--- src/rtl/notation_arbiter_if.sv ---
// Requester-side and converter-side bundles for notation_arbiter.
// Requesters drive the master modport; the converter drives the conv slave.
interface notation_arbiter_if #(
  parameter int N_REQ = 4,
  parameter int WIDTH = 8,
  parameter int DIG_W = 24
);
  logic [N_REQ-1:0]       req_valid;
  logic [N_REQ*WIDTH-1:0] req_number;
  logic [N_REQ-1:0]       req_ready;
  logic [N_REQ-1:0]       resp_valid;
  logic [DIG_W-1:0]       resp_digits;
  logic                   resp_error;

  modport master (
    output req_valid,
    output req_number,
    input  req_ready,
    input  resp_valid,
    input  resp_digits,
    input  resp_error
  );

  modport slave (
    input  req_valid,
    input  req_number,
    output req_ready,
    output resp_valid,
    output resp_digits,
    output resp_error
  );
endinterface

interface notation_conv_if #(
  parameter int WIDTH = 8,
  parameter int DIG_W = 24
);
  logic             restart;
  logic [WIDTH-1:0] number;
  logic [DIG_W-1:0] digits;
  logic             done;

  modport master (
    output restart,
    output number,
    input  digits,
    input  done
  );

  modport slave (
    input  restart,
    input  number,
    output digits,
    output done
  );
endinterface

--- src/rtl/notation_arbiter.sv ---
// Round-robin arbiter sharing one binary-to-decimal converter.
// IDLE -> LOAD (restart) -> WAIT (done/timeout) -> RESP -> IDLE.
module notation_arbiter #(
  parameter int N_REQ   = 4,
  parameter int WIDTH   = 8,
  parameter int DIG_W   = 24,
  parameter int TIMEOUT = 64
) (
  input  logic              clk,
  input  logic              reset_n,
  notation_arbiter_if.slave req,
  notation_conv_if.master   conv,
  output logic              busy
);

  localparam int PW = (N_REQ > 1) ? $clog2(N_REQ) : 1;
  localparam int TW = $clog2(TIMEOUT);

  typedef enum logic [1:0] {
    IDLE,
    LOAD,
    WAIT,
    RESP
  } state_t;

  state_t         state;
  logic [PW-1:0]  ptr;
  logic [PW-1:0]  winner;
  logic [TW-1:0]  timer;
  logic           grant_hit;
  logic [PW-1:0]  grant_idx;
  logic [PW:0]    rr_sum;
  logic [PW-1:0]  rr_idx;
  logic [N_REQ-1:0] winner_oh;

  // Walk backwards so the first hit in ptr order is the last written.
  always_comb begin
    grant_hit = 1'b0;
    grant_idx = '0;
    rr_sum    = '0;
    rr_idx    = '0;
    for (int k = N_REQ - 1; k >= 0; k--) begin
      rr_sum = {1'b0, ptr} + (PW+1)'(k);
      if (rr_sum >= (PW+1)'(N_REQ))
        rr_sum = rr_sum - (PW+1)'(N_REQ);
      rr_idx = rr_sum[PW-1:0];
      if (req.req_valid[rr_idx]) begin
        grant_hit = 1'b1;
        grant_idx = rr_idx;
      end
    end
  end

  always_comb begin
    req.req_ready = '0;
    if (state == IDLE && grant_hit)
      req.req_ready[grant_idx] = 1'b1;
  end

  assign winner_oh = {{(N_REQ-1){1'b0}}, 1'b1} << winner;

  always_ff @(posedge clk or negedge reset_n) begin
    if (!reset_n) begin
      state           <= IDLE;
      ptr             <= '0;
      winner          <= '0;
      timer           <= '0;
      busy            <= 1'b0;
      conv.restart    <= 1'b0;
      conv.number     <= '0;
      req.resp_valid  <= '0;
      req.resp_digits <= '0;
      req.resp_error  <= 1'b0;
    end else begin
      conv.restart   <= 1'b0;
      req.resp_valid <= '0;
      unique case (state)
        IDLE: begin
          if (grant_hit) begin
            conv.number  <= req.req_number[grant_idx*WIDTH +: WIDTH];
            winner       <= grant_idx;
            conv.restart <= 1'b1;
            busy         <= 1'b1;
            state        <= LOAD;
          end
        end
        LOAD: begin
          timer <= '0;
          state <= WAIT;
        end
        WAIT: begin
          timer <= timer + 1'b1;
          // done may still be high from the last run on the first cycle
          if (conv.done && timer != '0) begin
            req.resp_digits <= conv.digits;
            req.resp_error  <= 1'b0;
            req.resp_valid  <= winner_oh;
            state           <= RESP;
          end else if (timer == TW'(TIMEOUT - 1)) begin
            req.resp_digits <= '0;
            req.resp_error  <= 1'b1;
            req.resp_valid  <= winner_oh;
            state           <= RESP;
          end
        end
        RESP: begin
          ptr   <= (winner == PW'(N_REQ - 1)) ? '0 : winner + 1'b1;
          busy  <= 1'b0;
          state <= IDLE;
        end
        default: state <= IDLE;
      endcase
    end
  end

endmodule

--- src/flat_wrapper.sv ---
// flat-port wrapper written by rule: the top's interface ports become plain ports
module notation_arbiter_flat 
#(
  parameter int N_REQ   = 4,
  parameter int WIDTH   = 8,
  parameter int DIG_W   = 24,
  parameter int TIMEOUT = 64
)
  (clk, reset_n, busy, req_req_valid, req_req_number, req_req_ready, req_resp_valid, req_resp_digits, req_resp_error, conv_restart, conv_number, conv_digits, conv_done);
  notation_arbiter_if #(.N_REQ(N_REQ), .WIDTH(WIDTH), .DIG_W(DIG_W)) req_i ();
  notation_conv_if #(.WIDTH(WIDTH), .DIG_W(DIG_W)) conv_i ();
  input  logic clk;
  input  logic reset_n;
  output logic busy;
  input wire logic [$bits(req_i.req_valid)-1:0] req_req_valid;
  input wire logic [$bits(req_i.req_number)-1:0] req_req_number;
  output wire logic [$bits(req_i.req_ready)-1:0] req_req_ready;
  output wire logic [$bits(req_i.resp_valid)-1:0] req_resp_valid;
  output wire logic [$bits(req_i.resp_digits)-1:0] req_resp_digits;
  output wire logic [$bits(req_i.resp_error)-1:0] req_resp_error;
  output wire logic [$bits(conv_i.restart)-1:0] conv_restart;
  output wire logic [$bits(conv_i.number)-1:0] conv_number;
  input wire logic [$bits(conv_i.digits)-1:0] conv_digits;
  input wire logic [$bits(conv_i.done)-1:0] conv_done;
  assign req_i.req_valid = req_req_valid;
  assign req_i.req_number = req_req_number;
  assign req_req_ready = req_i.req_ready;
  assign req_resp_valid = req_i.resp_valid;
  assign req_resp_digits = req_i.resp_digits;
  assign req_resp_error = req_i.resp_error;
  assign conv_restart = conv_i.restart;
  assign conv_number = conv_i.number;
  assign conv_i.digits = conv_digits;
  assign conv_i.done = conv_done;
  notation_arbiter #(.N_REQ(N_REQ), .WIDTH(WIDTH), .DIG_W(DIG_W), .TIMEOUT(TIMEOUT)) u_core (.clk(clk), .reset_n(reset_n), .req(req_i), .conv(conv_i), .busy(busy));
endmodule
--- config.mk ---
export PLATFORM = sky130hd
export DESIGN_NAME = notation_arbiter_flat
export DESIGN_NICKNAME = d
export VERILOG_FILES = /design/src/rtl/notation_arbiter_if.sv /design/src/rtl/notation_arbiter.sv /design/src/flat_wrapper.sv
export SDC_FILE = /design/constraint.sdc
export NUM_CORES = 1
export LEC_CHECK = 0
export CORE_MARGIN = 2
export CORE_UTILIZATION = 39
export DETAILED_ROUTE_END_ITERATION = 10
export DONT_BUFFER_PORTS = 1
export PLACE_DENSITY = 0.65
export SETUP_SLACK_MARGIN = 0.02
export SLEW_MARGIN = 20
export SYNTH_ARGS = -nofsm -noshare
export SYNTH_HDL_FRONTEND = slang
export SYNTH_SLANG_ARGS = --single-unit
export TNS_END_PERCENT = 30
--- constraint.sdc ---
create_clock -name clk -period 1.7 [get_ports clk]
set_input_delay 0.17 -clock clk [delete_from_list [all_inputs] [get_ports clk]]
set_output_delay 0.17 -clock clk [all_outputs]
set_load 0.02 [all_outputs]
* After elaboration in Yosys (flattened, before gate mapping)
Cells that the tools add are included.
** Storage, ports and cells
- Bits in registers :: 51
- Logic and storage cells :: 90
** Operators by class
- $add $sub $neg :: 9
- Magnitude comparators :: 10
- Equality and inequality tests :: 7
- Shift operators :: 2
- Multiplexer cells :: 40
- Reduce and logical (&&, ||, !) cells :: 12
** Operators by type and width (count)
- 24-bit 2-to-1 mux :: 2
- 32-bit by 6-bit indexed part select with 8-bit output :: 1
- 2-bit 2-to-1 mux :: 12
- 4-bit 2-to-1 mux :: 4
- 2-bit by 3-bit less-than comparator with 1-bit output, second input constant :: 5
- 1-bit 2-to-1 mux :: 14
- 6-bit case mux with 2 select lines :: 1
- 3-bit >= comparator, second input constant :: 3
- 1-bit binary-select mux with 2-bit select :: 4
- 2-bit case mux with 4 select lines :: 1
- 2-bit AND reduction :: 4
- 2-bit by 1-bit subtractor with 2-bit output, second input constant :: 4
- 2-bit by 2-bit adder with 3-bit output, second input constant :: 2
- 6-bit by 1-bit adder with 6-bit output, second input constant :: 1
- 2-bit equality test, second input constant :: 3
- 6-bit equality test, second input constant :: 1
- 2-bit nonzero test :: 3
- 6-bit nonzero test :: 1
- 1-bit by 2-bit left shift with 4-bit output, first input constant :: 1
- 2-bit by 1-bit adder with 3-bit output, second input constant :: 1
- 2-bit by 3-bit >= comparator with 1-bit output, second input constant :: 1
- 1-bit logical AND :: 3
- 3-bit by 1-bit != test with 1-bit output, second input constant :: 1
- 2-bit by 1-bit adder with 2-bit output, second input constant :: 1
- 6 further kinds :: 6

* Longest topological paths before layout
Gate-level depths: netlist of the first run.
- Word-level depth :: 14
- Gate-level depth with buffers :: 8
- Gate-level depth less buffers :: 7

* Least setup slack after synthesis of the first run
No wires, ideal clock.
- Path type :: register to register
- Start :: register u_core.timer[0]
- End :: register u_core.state[1]
- Setup time :: 0.125 ns
- Data arrival time :: 1.750 ns
- Setup slack :: -0.174 ns
- Cell stages (with the launch flop) :: 8
- Cell sequence :: dfrtp_1 inv_1 ha_1 or4b_1 o21ai_2 o21ai_2 o21ai_2 mux2_2
** On the way
- Word-level cells in the longest chain between the ends :: 4
- Elaborated cells on any way between the ends :: 7
- Those cells by class :: eq/ne: 2; mux: 2; reduce/logical: 3
** RTL lines
- from (decl) :: line notation_arbiter.sv:29 : logic [TW-1:0] timer;
- from (signal assigned) :: line notation_arbiter.sv:92 : timer <= timer + 1'b1;
- 6-bit nonzero test :: line notation_arbiter.sv:94 : if (conv.done && timer != '0) begin
- 1-bit logical AND :: line notation_arbiter.sv:94
- 2-bit 2-to-1 mux or 3-bit by 1-bit != test with 1-bit output (tied branches)
- 2-bit case mux with 4 select lines or 2-bit AND reduction (tied branches)
- to (signal assigned) :: line notation_arbiter.sv:84 : state <= LOAD;
- to (signal assigned) :: line notation_arbiter.sv:98 : state <= RESP;
- to (signal assigned) :: line notation_arbiter.sv:103 : state <= RESP;
- to (decl) :: line notation_arbiter.sv:26 : state_t state;
Parallel ways exist; a longest one is shown, timed or not.
A chain may end at the register's enable or synchronous reset.

* Final worst setup path of the first run
- Start :: register u_core.timer[1]
- End :: register u_core.state[1]
The elaborated chain is that of the path after synthesis.

==> reports/summary.json, run 1 <==
{
  "largest_net_degree_at_the_start_of_global_routing": 52,
  "violations": "setup timing",
  "worstPathMaxFanout": 3,
  "unrepaired_setup_endpoints_after_global_routing": "yes",
  "reg2reg_setup_slack_ns": -0.28,
  "p_int_uw": 3260,
  "layout_worst_path_cycle_share": 1.17,
  "timing.max_cap.violations": 0,
  "timing.rr.end": "u_core.state[1]",
  "insertion_delay_ns": 0.30,
  "grt_usage": 0.147,
  "asyncSetResetFlopFracSynth": 1.00,
  "layout_setup_ws_ns": -0.285,
  "io_buffers": 0,
  "min_to": "u_core.req.resp_digits[5]",
  "worst_slew_pin_slew_ns": 0.413,
  "detailedPlace.worstSlack_ns": -0.237,
  "total_area_of_multi_input_combinational_cells_um2": 1070,
  "p_leak_uw": 0.00142,
  "ys_top_cells_by_area": "dfrtp_1, a22o_1, mux2i_1",
  "first_pass_iters": 4,
  "residual_drc": 0,
  "grt_first_pass_wirelength_mm": 7.50,
  "report.final.slew_viol_count": 0,
  "portion_of_synthesized_cell_area_occupied_by_the_leading_cell_type": 0.541,
  "synth_warnings": 0,
  "synth_ff_type": "dfrtp_1",
  "critPathArrivalTime_ns": 2.18,
  "hold_path.class": "primary input to flip-flop",
  "placement_rows": 28,
  "routed_wirelength_mm": 5.45,
  "num-nets-final": 317,
  "fin_area_um2": 3060,
  "yosys-top-cells-count": "dfrtp_1, a22o_1, mux2i_1, nand2_1, ha_1",
  "placed_wire_length_estimate_after_detailed_placement_mm": 3.53,
  "ir_drop_v": 0.000795,
  "vias_per_cell": 5.46,
  "layout.filler_cells": 508,
  "critical_path.reg2reg.startpoint": "u_core.timer[1]",
  "power.share.sequential": 0.464,
  "crit_path_start_kind": "flip-flop",
  "signed_area_change_from_the_synthesized_netlist_to_the_final_layout_pct": 29.6,
  "run_status": "finished, violations left",
  "yosysSeqAreaShare": 0.541,
  "yosysTopAreaCell": "dfrtp_1",
  "syn_area_um2": 2360,
  "grt_overflow": 0,
  "cts.reportedPaths.clkPinSlew_ns": 0.09,
  "max-clock-path-buffers": 2,
  "yosys_register_bits": 51,
  "worst_clock_skew_ns": 0.00797,
  "num_io_pins": 106,
  "synth-edff-count": 0,
  "grt_antenna_before_repair": 0,
  "cts_tree": "yes",
  "mappedNetlistNets": 274,
  "floorplan.initialDensity": 0.401,
  "design.core.area_um2": 5890,
  "setup_viol_count_final": 35,
  "tritoncts.num_buffers": 5,
  "number_of_global_route_vias_before_repair": 1650,
  "peak_clock_frequency_supported_by_timing_mhz": 504,
  "ff_latch_area_um2": 1280,
  "detail-route-antenna-nets": 0,
  "max-slew-margin-rel": 0.722,
  "root_buffer": "clkbuf_8",
  "swShare": 0.404,
  "fraction_of_final_layout_cells_sized_beyond_drive_strength_1": 0.234,
  "drt_iter0_markers": 85,
  "routabilityCongestion": 0.762,
  "dr_wl_cell_um": 17.1,
  "switchingPower_uw": 2210,
  "htreeDepth": 2,
  "post_synth_inst_count": 201,
  "cp-end-kind": "flip-flop",
  "place_area_um2": 2540,
  "min_period_ns": 1.98,
  "ff2ff_path_depth": 7,
  "critPathRequiredTime_ns": 1.89,
  "critPathKind": "flip-flop to flip-flop",
  "chipHeight_um": 81.8,
  "worst_hold_startpoint": "conv_digits[5]",
  "n_antenna_cell": 0,
  "combinational_cell_fraction_of_total_power": 0.386,
  "vias": 1743,
  "holdPathStages": 1,
  "netlist-cell-type-count": 31,
  "floorplan.die.width_um": 81.8,
  "overall_power_uw": 5460,
  "cts.sink_count": 51,
  "post-synth-top-count-cell": "dfrtp_1",
  "share_clk_of_total_power": 0.150,
  "power_density_of_the_placed_cells_nw_per_um2": 1790,
  "dieArea_um2": 6690,
  "worst_hold_slack_ns": 0.0105,
  "finalHoldViolations": 0,
  "post_synth.cell_area_avg_um2": 11.7
}
==> what timing repair did <==
action	4_1_cts	5_1_grt
resized for setup	7	24
buffers inserted	3	3
cloned	1	0
hold buffers	13	8
setup endpoints to repair	32	43
endpoints found under the hold margin	62	8
pin swaps	3	11
==> layer usage <==
| layer | up-vias | share of wire | GRT usage |
|---|---|---|---|
| met4 | 0 | 0.011 | 0.0450 |
| li1 | 816 | - | - |
| met1 | 853 | 0.42 | 0.179 |
| met3 | 6 | 0.086 | 0.0516 |
| met5 | - | 0 | 0 |
| met2 | 68 | 0.48 | 0.244 |
==> worst max-delay path by stage <==
stage,from,to,cells past startpoint
after floorplan,u_core.timer[0],u_core.state[1],7
after global placement,u_core.timer[0],u_core.state[1],7
after detailed placement,u_core.timer[0],u_core.state[1],7
after CTS,u_core.timer[0],u_core.state[1],7
after global routing,u_core.timer[0],u_core.state[1],7
final,u_core.timer[1],u_core.state[1],7
==> registers in the layout, summed over array words and instances (netlist names) <==
name	flops
u_core.req.resp_digits	24
u_core.conv.number	8
u_core.timer	6
u_core.req.resp_valid	4
u_core.ptr	2
u_core.state	2
u_core.winner	2
u_core.busy	1
u_core.conv.restart	1
u_core.req.resp_error	1
==> cells by family (layout without fill, tap and decap cells) <==
| family | count (synthesis) | after routing | synth area share |
|---|---|---|---|
| adder cells (fa/ha/maj) | 10 | 10 | 0.0530 |
| buffers and inverters | 19 | 62 | 0.0419 |
| AO/OA/AOI/OAI | 53 | 53 | 0.174 |
| flip-flops | 51 | 51 | 0.541 |
| multiplexers | 20 | 20 | 0.0864 |
| AND/OR/NAND/NOR | 47 | 47 | 0.100 |
| XOR/XNOR | 1 | 1 | 0.00371 |
==> critical path, stage by stage (launching register included) <==
cell and delay (ns):
dfrtp_1 0.41, inv_2 0.08, ha_4 0.12, or4b_4 0.47
o21ai_4 0.19, o21ai_4 0.10, o21ai_2 0.19, mux2_4 0.32
==> area by class of cell <==
type	instances	area share
Tap cell	75	0.0307
Clock buffer	5	0.0225
Multi-Input combinational cell	131	0.350
Timing Repair Buffer	45	0.154
Sequential cell	51	0.418
Inverter	10	0.0127
Clock inverter	2	0.0123
==> power by group through the flow <==
stage                     Combinational (µW)  Sequential (µW)  Clock [µW]
after global placement                  1690             2550           0
final                                   2110             2530         820
after floorplan                         1280             2450           0
after global routing                    2320             2610         913
after CTS                               1940             2540         859
after detailed placement                1730             2560           0
==> cell usage in the layout, fill, tap and decap left out, types with 4 or more instances in the layout <==
| cell type | n |
|---|---|
| inv_1 | 7 |
| and3_4 | 4 |
| o221ai_1 | 8 |
| buf_6 | 5 |
| clkbuf_8 | 5 |
| a22o_1 | 24 |
| nand3_1 | 5 |
| a21oi_1 | 4 |
| mux2i_1 | 17 |
| dlygate4sd3_1 | 20 |
| buf_4 | 16 |
| nand2_1 | 14 |
| ha_1 | 9 |
| nor2_1 | 7 |
| o21ai_0 | 7 |
| dfrtp_1 | 50 |
==> per-stage QoR <==
step	utilization	cells	TNS [ns]
floorplan	-	201	-0.833
global placement	0.432	284	-2.47
detailed placement	0.432	284	-3.86
CTS	0.488	308	-5.12
global route	0.520	319	-7.26
finish	0.520	319	-5.26
(Power assumes the default switching activity.)
==> run 2, diff against run 1 <==
--- a/config.mk
+++ b/config.mk
@@ -5,6 +5,7 @@
 export SDC_FILE = /design/constraint.sdc
 export NUM_CORES = 1
 export LEC_CHECK = 0
+export ABC_AREA = 1
 export CORE_MARGIN = 2
 export CORE_UTILIZATION = 39
 export DETAILED_ROUTE_END_ITERATION = 10
==> reports/summary.json, run 2 <==
{
  "reg2reg_setup_slack": {"value": -0.20, "unit": "ns", "change": "+0.08 ns"},
  "report.final.slew_viol_count": {"value": 0, "change": "unchanged"},
  "timing.max_cap.violations": {"value": 0, "change": "unchanged"},
  "grt_usage": {"value": 0.167, "change": "+0.0203"},
  "yosys-top-cells-count": "nand2_1, inv_1, dfrtp_1, nand3_1, a22o_1",
  "cts.reportedPaths.clkPinSlew": {"value": 0.10, "unit": "ns", "change": "about the same"},
  "max-slew-margin-rel": {"value": 0.792, "change": "+0.0695"},
  "layout_setup_ws": {"value": -0.320, "unit": "ns", "change": "-0.0355 ns"},
  "setup_viol_count_final": {"value": 12, "change": "-66%"},
  "worst_clock_skew": {"value": 0.00929, "unit": "ns", "change": "+0.00131 ns"},
  "cp-end-kind": "output port",
  "synth_ff_type": "dfrtp_1",
  "io_buffers": {"value": 0, "change": "unchanged"},
  "first_pass_iters": {"value": 4, "change": "unchanged"},
  "slowest_stage_delay_cp": {"value": 0.45, "unit": "ns", "change": "-0.02 ns"},
  "p_leak": {"value": 0.00177, "unit": "µW", "change": "+24%"},
  "worst_hold_startpoint": "conv_digits[17]",
  "most-common-layout-cells": "nand2_1, dfrtp_1, inv_1",
  "detail-route-antenna-nets": {"value": 0, "change": "unchanged"},
  "dr_wl_cell": {"value": 14.9, "unit": "µm", "change": "-13%"},
  "crit_family": "simple AND/OR/NAND/NOR gates",
  "min_period": {"value": 2.02, "unit": "ns", "change": "+0.0355 ns"},
  "crit_path_start_kind": "flip-flop",
  "placement_rows": {"value": 30, "change": "+7.1%"},
  "htreeDepth": {"value": 2, "change": "unchanged"},
  "dieArea": {"value": 7480, "unit": "µm²", "change": "+12%"},
  "mappedNetlistNets": {"value": 388, "change": "+42%"},
  "ys_top_cells_by_area": "dfrtp_1, nand2_1, a22o_1",
  "violations": "setup timing",
  "cp_slowest_cell": "dfrtp_1",
  "critPathArrivalTime": {"value": 1.85, "unit": "ns", "change": "-0.33 ns"},
  "unrepaired_setup_endpoints_after_global_routing": "yes",
  "switchingPower": {"value": 3370, "unit": "µW", "change": "+53%"},
  "grt_overflow": {"value": 0, "change": "unchanged"},
  "combinational_cell_fraction_of_total_power": {"value": 0.534, "change": "+0.148"},
  "drt_iter0_markers": {"value": 134, "change": "+58%"},
  "ir_drop": {"value": 0.000821, "unit": "V", "change": "+3.4%"},
  "synth_warnings": {"value": 0, "change": "unchanged"},
  "critical_path.reg2reg.startpoint": "u_core.ptr[0]",
  "residual_drc": {"value": 0, "change": "unchanged"},
  "syn_area": {"value": 2660, "unit": "µm²", "change": "+13%"},
  "largest_net_degree_at_the_start_of_global_routing": {"value": 52, "change": "unchanged"},
  "n_antenna_cell": {"value": 0, "change": "unchanged"},
  "yosysSeqAreaShare": {"value": 0.481, "change": "-0.0601"},
  "post_synth.cell_area_avg": {"value": 8.43, "unit": "µm²", "change": "-28%"},
  "max-clock-path-buffers": {"value": 2, "change": "unchanged"},
  "share_clk_of_total_power": {"value": 0.104, "change": "-0.046"},
  "worstPathMaxFanout": {"value": 7, "change": "+4"},
  "min_to": "u_core.req.resp_digits[17]",
  "peak_clock_frequency_supported_by_timing": {"value": 495, "unit": "MHz", "change": "-1.8%"},
  "cts_tree": "yes",
  "p_int": {"value": 3760, "unit": "µW", "change": "+15%"},
  "power.share.sequential": {"value": 0.362, "change": "-0.102"},
  "design.core.area": {"value": 6680, "unit": "µm²", "change": "+14%"},
  "largest_reg_flops": {"value": 24, "change": "unchanged"},
  "asyncSetResetFlopFracSynth": {"value": 1.00, "change": "unchanged"},
  "portion_of_synthesized_cell_area_occupied_by_the_leading_cell_type": {"value": 0.481, "change": "-0.0601"},
  "routabilityCongestion": {"value": 0.862, "change": "+13%"},
  "cp.buffers_inverters": {"value": 3, "change": "+2"},
  "num_io_pins": {"value": 106, "change": "unchanged"},
  "routed_wirelength": {"value": 6.45, "unit": "mm", "change": "+18%"},
  "largest_register_by_flop_count": "u_core.req.resp_digits",
  "post-synth-top-count-cell": "nand2_1",
  "crit_top_cell": "nand2_4",
  "fin_area": {"value": 3400, "unit": "µm²", "change": "+11%"},
  "finalHoldViolations": {"value": 0, "change": "unchanged"},
  "grt_first_pass_wirelength": {"value": 10.1, "unit": "mm", "change": "+34%"},
  "power_density_of_the_placed_cells": {"value": 2100, "unit": "nW/µm²", "change": "+17%"},
  "tritoncts.num_buffers": {"value": 5, "change": "unchanged"},
  "ff2ff_path_depth": {"value": 12, "change": "+5"},
  "worst_slew_pin_slew": {"value": 0.311, "unit": "ns", "change": "-0.102 ns"},
  "synth-edff-count": {"value": 0, "change": "unchanged"},
  "swShare": {"value": 0.473, "change": "+0.0687"},
  "hold_path.class": "primary input to flip-flop",
  "run_status": "finished, violations left",
  "floorplan.initialDensity": {"value": 0.397, "change": "-0.00356"},
  "layout_worst_path_cycle_share": {"value": 1.19, "change": "+0.0209"},
  "chipHeight": {"value": 86.5, "unit": "µm", "change": "+5.8%"},
  "vias": {"value": 2225, "change": "+28%"},
  "number_of_global_route_vias_before_repair": {"value": 2147, "change": "+30%"},
  "insertion_delay": {"value": 0.30, "unit": "ns", "change": "about the same"},
  "timing.rr.end": "u_core.conv.number[5]",
  "vias_per_cell": {"value": 5.13, "change": "-6.2%"},
  "floorplan.die.width": {"value": 86.5, "unit": "µm", "change": "+5.8%"},
  "signed_area_change_from_the_synthesized_netlist_to_the_final_layout_pct": 28.0,
  "post_synth_inst_count": {"value": 315, "change": "+57%"},
  "placed_wire_length_estimate_after_detailed_placement": {"value": 4.35, "unit": "mm", "change": "+23%"},
  "timing.critical_path.cells": "buf_12 > o21ai_4 > nand2_2 > nand3_4 > nand2_4 > nand2_4 > buf_6 > nand3_2 > nor2_1 > buf_4",
  "largestRegisters": "u_core.req.resp_digits x24, u_core.conv.number x8, u_core.timer x6",
  "netlist-cell-type-count": {"value": 26, "change": "-16%"},
  "holdPathStages": {"value": 1, "change": "unchanged"},
  "yosysTopAreaCell": "dfrtp_1",
  "num-nets-final": {"value": 426, "change": "+34%"},
  "layout_commonest_cell": "nand2_1",
  "root_buffer": "clkbuf_8",
  "place_area": {"value": 2900, "unit": "µm²", "change": "+14%"},
  "cts.sink_count": {"value": 51, "change": "unchanged"},
  "tns": {"value": -2.14, "unit": "ns", "change": "+3.12 ns"},
  "yosys_register_bits": {"value": 51, "change": "unchanged"},
  "fraction_of_final_layout_cells_sized_beyond_drive_strength_1": {"value": 0.223, "change": "-0.0104"},
  "grt_antenna_before_repair": {"value": 0, "change": "unchanged"},
  "critPathKind": "flip-flop to output port",
  "critPathRequiredTime": {"value": 1.53, "unit": "ns", "change": "-0.36 ns"}
}
run 2: cell types whose count changed after synthesis, sizes merged, moves of 4 or more:
cell,delta
mux2i,-17
nand2,+57
inv,+45
nand3,+37
nor2,+8
buf,+4
o221ai,-8
and3,-6
run 2: layout make-up:
cell class | count | area [µm²]
Clock buffer | 6 | 82.6
Clock inverter | 2 | 16.3
Tap cell | 80 | 100
Fill cell | 622 | 3280
Timing Repair Buffer | 43 | 449
Multi-Input combinational cell | 198 | 1270
Sequential cell | 51 | 1280
Inverter | 54 | 205
run 2: worst max path at each step:
stage | from | to | slack (ns) | depth (start not counted)
global route | u_core.ptr[0] | req_req_ready[2] | -0.40 | 10
detailed placement | u_core.ptr[0] | u_core.conv.number[5] | -0.07 | 11
CTS | u_core.ptr[0] | req_req_ready[2] | -0.31 | 10
finish | u_core.ptr[0] | req_req_ready[2] | -0.32 | 10
global placement | u_core.ptr[0] | u_core.conv.number[5] | -0.0006 | 11
floorplan | u_core.ptr[0] | req_req_ready[1] | -0.04 | 9
run 2: timing repair:
action                                 4_1_cts  5_1_grt
hold buffers                                11        5
buffers inserted                             5        1
gates resized for setup                     28       24
setup endpoints to repair                   21       42
endpoints found under the hold margin       60        5
pin swaps                                   13        9
run 2: power by group through the flow:
stage | clock (µW) | sequential, µW | combinational (µW)
global route | 821 | 2630 | 4260
global placement | 0 | 2570 | 3010
finish | 741 | 2580 | 3800
floorplan | 0 | 2450 | 2220
detailed placement | 0 | 2570 | 3090
CTS | 777 | 2560 | 3550
run 2: cell families (layout without fill, tap and decap cells):
family | Yosys count | in the layout | synth area share
AND/OR/NAND/NOR | 141 | 141 | 0.238
buffers and inverters | 66 | 105 | 0.104
flip-flops | 51 | 51 | 0.481
AO/OA/AOI/OAI | 46 | 46 | 0.128
adder cells (fa/ha/maj) | 10 | 10 | 0.0471
XOR/XNOR | 1 | 1 | 0.00330
run 2: layer usage:
layer	GRT usage	wire length, µm	vias up
li1	-	-	1095
met5	0	0	-
met3	0.0438	275	6
met4	0.0412	49	0
met1	0.229	2830	1081
met2	0.266	3300	43
run 2: worst reg2reg max path, cell delays in order (launching register included):
cell and delay, ns:
dfrtp_1 0.45, buf_12 0.18, o21ai_4 0.19, nand2_2 0.10, nand3_4 0.09, nand2_4 0.06, nand2_4 0.08, nand2_4 0.06
buf_6 0.12, buf_12 0.13, or2_0 0.19, nand3_1 0.07, nand3_1 0.07
run 2: through the flow:
stage / total power (µW) / utilization / worst slack, ns / cells / hold slack [ns]
floorplan: 4670 / - / -0.0407 / 315 / -0.126
global placement: 5580 / 0.434 / -0.000559 / 405 / -0.125
detailed placement: 5660 / 0.434 / -0.0691 / 405 / -0.125
CTS: 6890 / 0.489 / -0.312 / 429 / 0.00206
global route: 7710 / 0.509 / -0.398 / 434 / 0.00220
finish: 7130 / 0.509 / -0.320 / 434 / 0.0155
==> run 3, diff against run 2 <==
--- a/config.mk
+++ b/config.mk
@@ -7,10 +7,10 @@
 export LEC_CHECK = 0
 export ABC_AREA = 1
 export CORE_MARGIN = 2
-export CORE_UTILIZATION = 39
+export CORE_UTILIZATION = 57
 export DETAILED_ROUTE_END_ITERATION = 10
 export DONT_BUFFER_PORTS = 1
-export PLACE_DENSITY = 0.65
+export PLACE_DENSITY = 0.85
 export SETUP_SLACK_MARGIN = 0.02
 export SLEW_MARGIN = 20
 export SYNTH_ARGS = -nofsm -noshare
==> reports/summary.json, run 3 (same netlist as run 2, synthesis figures left out) <==
{
  "vias": {"value": 2378, "change": "+6.9%"},
  "routabilityCongestion": {"value": 0.841, "change": "-2.5%"},
  "design.core.area": {"value": 4410, "unit": "µm²", "change": "-34%"},
  "worst_hold_slack": {"value": 0.00753, "unit": "ns", "change": "-0.00797 ns"},
  "worst_slew_pin_slew": {"value": 0.334, "unit": "ns", "change": "+0.0230 ns"},
  "setup_viol_count_final": {"value": 12, "change": "unchanged"},
  "chipHeight": {"value": 72.3, "unit": "µm", "change": "-16%"},
  "p_leak": {"value": 0.00178, "unit": "µW", "change": "+0.20%"},
  "vias_per_cell": {"value": 5.95, "change": "+16%"},
  "wl_met2": {"value": 3.88, "unit": "mm", "change": "+18%"},
  "critPathRequiredTime": {"value": 1.53, "unit": "ns", "change": "about the same"},
  "worstPathMaxFanout": {"value": 7, "change": "unchanged"},
  "layout_setup_ws": {"value": -0.368, "unit": "ns", "change": "-0.0480 ns"},
  "grt_first_pass_wirelength": {"value": 10.3, "unit": "mm", "change": "+1.7%"},
  "grt_usage": {"value": 0.256, "change": "+0.0888"},
  "final_core_utilization": {"value": 0.760, "change": "+0.252"},
  "maxUsedRoutingLayer": "met4",
  "wirelength_met1": {"value": 2.71, "unit": "mm", "change": "-4.1%"},
  "report.final.slew_viol_count": {"value": 0, "change": "unchanged"},
  "cts.reportedPaths.clkPinSlew": {"value": 0.09, "unit": "ns", "change": "about the same"},
  "unrepaired_setup_endpoints_after_global_routing": "yes",
  "most-common-layout-cells": "nand2_1, inv_1, dfrtp_1",
  "largestRegisters": "u_core.req.resp_digits x24, u_core.conv.number x8, u_core.timer x6",
  "placed_wire_length_estimate_after_detailed_placement": {"value": 4.24, "unit": "mm", "change": "-2.4%"},
  "floorplan.initialDensity": {"value": 0.601, "change": "+0.204"},
  "io_buffers": {"value": 0, "change": "unchanged"},
  "placement_rows": {"value": 24, "change": "-20%"},
  "run_status": "finished, violations left",
  "routed-wl-met3": {"value": 389, "unit": "µm", "change": "+41%"},
  "dr_wl_cell": {"value": 17.9, "unit": "µm", "change": "+20%"},
  "num-nets-final": {"value": 421, "change": "-1.2%"},
  "crit_path_start_kind": "flip-flop",
  "max-clock-path-buffers": {"value": 2, "change": "unchanged"},
  "worst_clock_skew": {"value": 0.00512, "unit": "ns", "change": "-0.00417 ns"},
  "min_period": {"value": 2.07, "unit": "ns", "change": "+0.0480 ns"},
  "ir_drop": {"value": 0.00110, "unit": "V", "change": "+34%"},
  "layout_commonest_cell": "nand2_1",
  "largest_register_by_flop_count": "u_core.req.resp_digits",
  "dieArea": {"value": 5220, "unit": "µm²", "change": "-30%"},
  "first_pass_iters": {"value": 8, "change": "+4"},
  "root_buffer": "clkbuf_8",
  "timing.critical_path.cells": "buf_6 > o21ai_4 > nand2_2 > nand3_2 > nand2_1 > nand2_2 > buf_12 > nand3_4 > nor2_4 > buf_6",
  "detail-route-antenna-nets": {"value": 0, "change": "unchanged"},
  "insertion_delay": {"value": 0.30, "unit": "ns", "change": "about the same"},
  "slowest_stage_delay_cp": {"value": 0.48, "unit": "ns", "change": "+0.03 ns"},
  "tritoncts.num_buffers": {"value": 5, "change": "unchanged"},
  "num_io_pins": {"value": 106, "change": "unchanged"},
  "cts_tree": "yes",
  "residual_drc": {"value": 1, "change": "+1"},
  "cts.sink_count": {"value": 51, "change": "unchanged"},
  "timing.max_cap.violations": {"value": 0, "change": "unchanged"},
  "fraction_of_final_layout_cells_sized_beyond_drive_strength_1": {"value": 0.250, "change": "+0.0268"},
  "largest_net_degree_at_the_start_of_global_routing": {"value": 52, "change": "unchanged"},
  "signed_area_change_from_the_synthesized_netlist_to_the_final_layout_pct": 26.4,
  "grt_overflow": {"value": 0, "change": "unchanged"},
  "grt_antenna_before_repair": {"value": 0, "change": "unchanged"},
  "largest_reg_flops": {"value": 24, "change": "unchanged"},
  "critPathKind": "flip-flop to output port",
  "htreeDepth": {"value": 2, "change": "unchanged"},
  "drt_iter0_markers": {"value": 186, "change": "+39%"},
  "max-slew-margin-rel": {"value": 0.778, "change": "-0.0141"},
  "cp-end-kind": "output port",
  "cp_slowest_cell": "dfrtp_2",
  "power_density_of_the_placed_cells": {"value": 2250, "unit": "nW/µm²", "change": "+7.3%"},
  "number_of_global_route_vias_before_repair": {"value": 2180, "change": "+1.5%"},
  "peak_clock_frequency_supported_by_timing": {"value": 483, "unit": "MHz", "change": "-2.3%"},
  "critPathArrivalTime": {"value": 1.90, "unit": "ns", "change": "+0.05 ns"},
  "finalHoldViolations": {"value": 0, "change": "unchanged"},
  "n_antenna_cell": {"value": 0, "change": "unchanged"},
  "violations": "DRC, setup timing",
  "floorplan.die.width": {"value": 72.3, "unit": "µm", "change": "-16%"},
  "layout_worst_path_cycle_share": {"value": 1.22, "change": "+0.0282"},
  "overall_power": {"value": 7550, "unit": "µW", "change": "+6.0%"},
  "routed_wirelength": {"value": 7.16, "unit": "mm", "change": "+11%"},
  "detailedPlace.worstSlack": {"value": -0.104, "unit": "ns", "change": "-0.0353 ns"},
  "hold_path.class": "primary input to flip-flop",
  "tns": {"value": -3.02, "unit": "ns", "change": "-0.880 ns"}
}
==> run 3: cell count changes in the layout (fill, tap and decap cells not counted), moves of 2 or more <==
cell,change
dlygate4sd3_1,-11
buf_6,+7
nor2_4,+6
buf_4,-3
nor2_1,-3
nor2_2,-3
nand3_2,+2
nand3_4,-2
o21ai_0,-2
==> run 3: where the power goes <==
part           internal, µW  switching [µW]
logic                  1960            2330
registers              1710             876
clock network           282             391
==> run 3: metal layers <==
metal	vias up	track usage
met3	21	0.0611
li1	1084	-
met2	117	0.440
met5	-	0
met4	0	0.0943
met1	1156	0.313
==> run 3: final timing paths <==
check                                      from                   endpoint  slack [ns]  depth (start not counted)
max in group asynchronous               reset_n              u_core.ptr[0]        1.08                          2
worst min-delay path             conv_digits[3]  u_core.req.resp_digits[3]       0.008                          1
worst min register to register  u_core.state[0]            u_core.state[0]        0.55                          2
worst max-delay path              u_core.ptr[0]           req_req_ready[2]       -0.37                         10
worst max register to register    u_core.ptr[0]      u_core.conv.number[0]       -0.24                         11
min in group asynchronous               reset_n   u_core.req.resp_valid[1]        0.39                          2
==> run 3: timing repair <==
action                                  in CTS  in global routing
pin swaps                                   19                 16
hold buffers                                 3                  2
endpoints found under the setup margin      13                 44
setup buffers                               11                  2
gates resized for setup                     41                 26
gates cloned                                 0                  1
endpoints found under the hold margin       52                  2
==> run 3: metrics by stage <==
step	instance area [µm²]	instances
final	3360	400
after global routing	3360	400
after CTS	3240	398
after detailed placement	2880	377
after global placement	2880	377
after floorplan	2660	315
==> run 3: layout make-up <==
cell class | instances | area, µm²
sequential | 51 | 1280
timing repair buffer | 38 | 440
multi-input combinational | 198 | 1280
clock inverter | 2 | 13.8
clock buffer | 5 | 68.8
inverter | 54 | 205
fill | 288 | 1060
tap | 52 | 65.1
==> run 3: critical path, delay by kind of cell, from the launching register on <==
kind | cells | cell delay [ns]
buffers and inverters | 3 | 0.39
AO/OA/AOI/OAI | 1 | 0.17
flip-flops | 1 | 0.48
AND/OR/NAND/NOR | 6 | 0.55
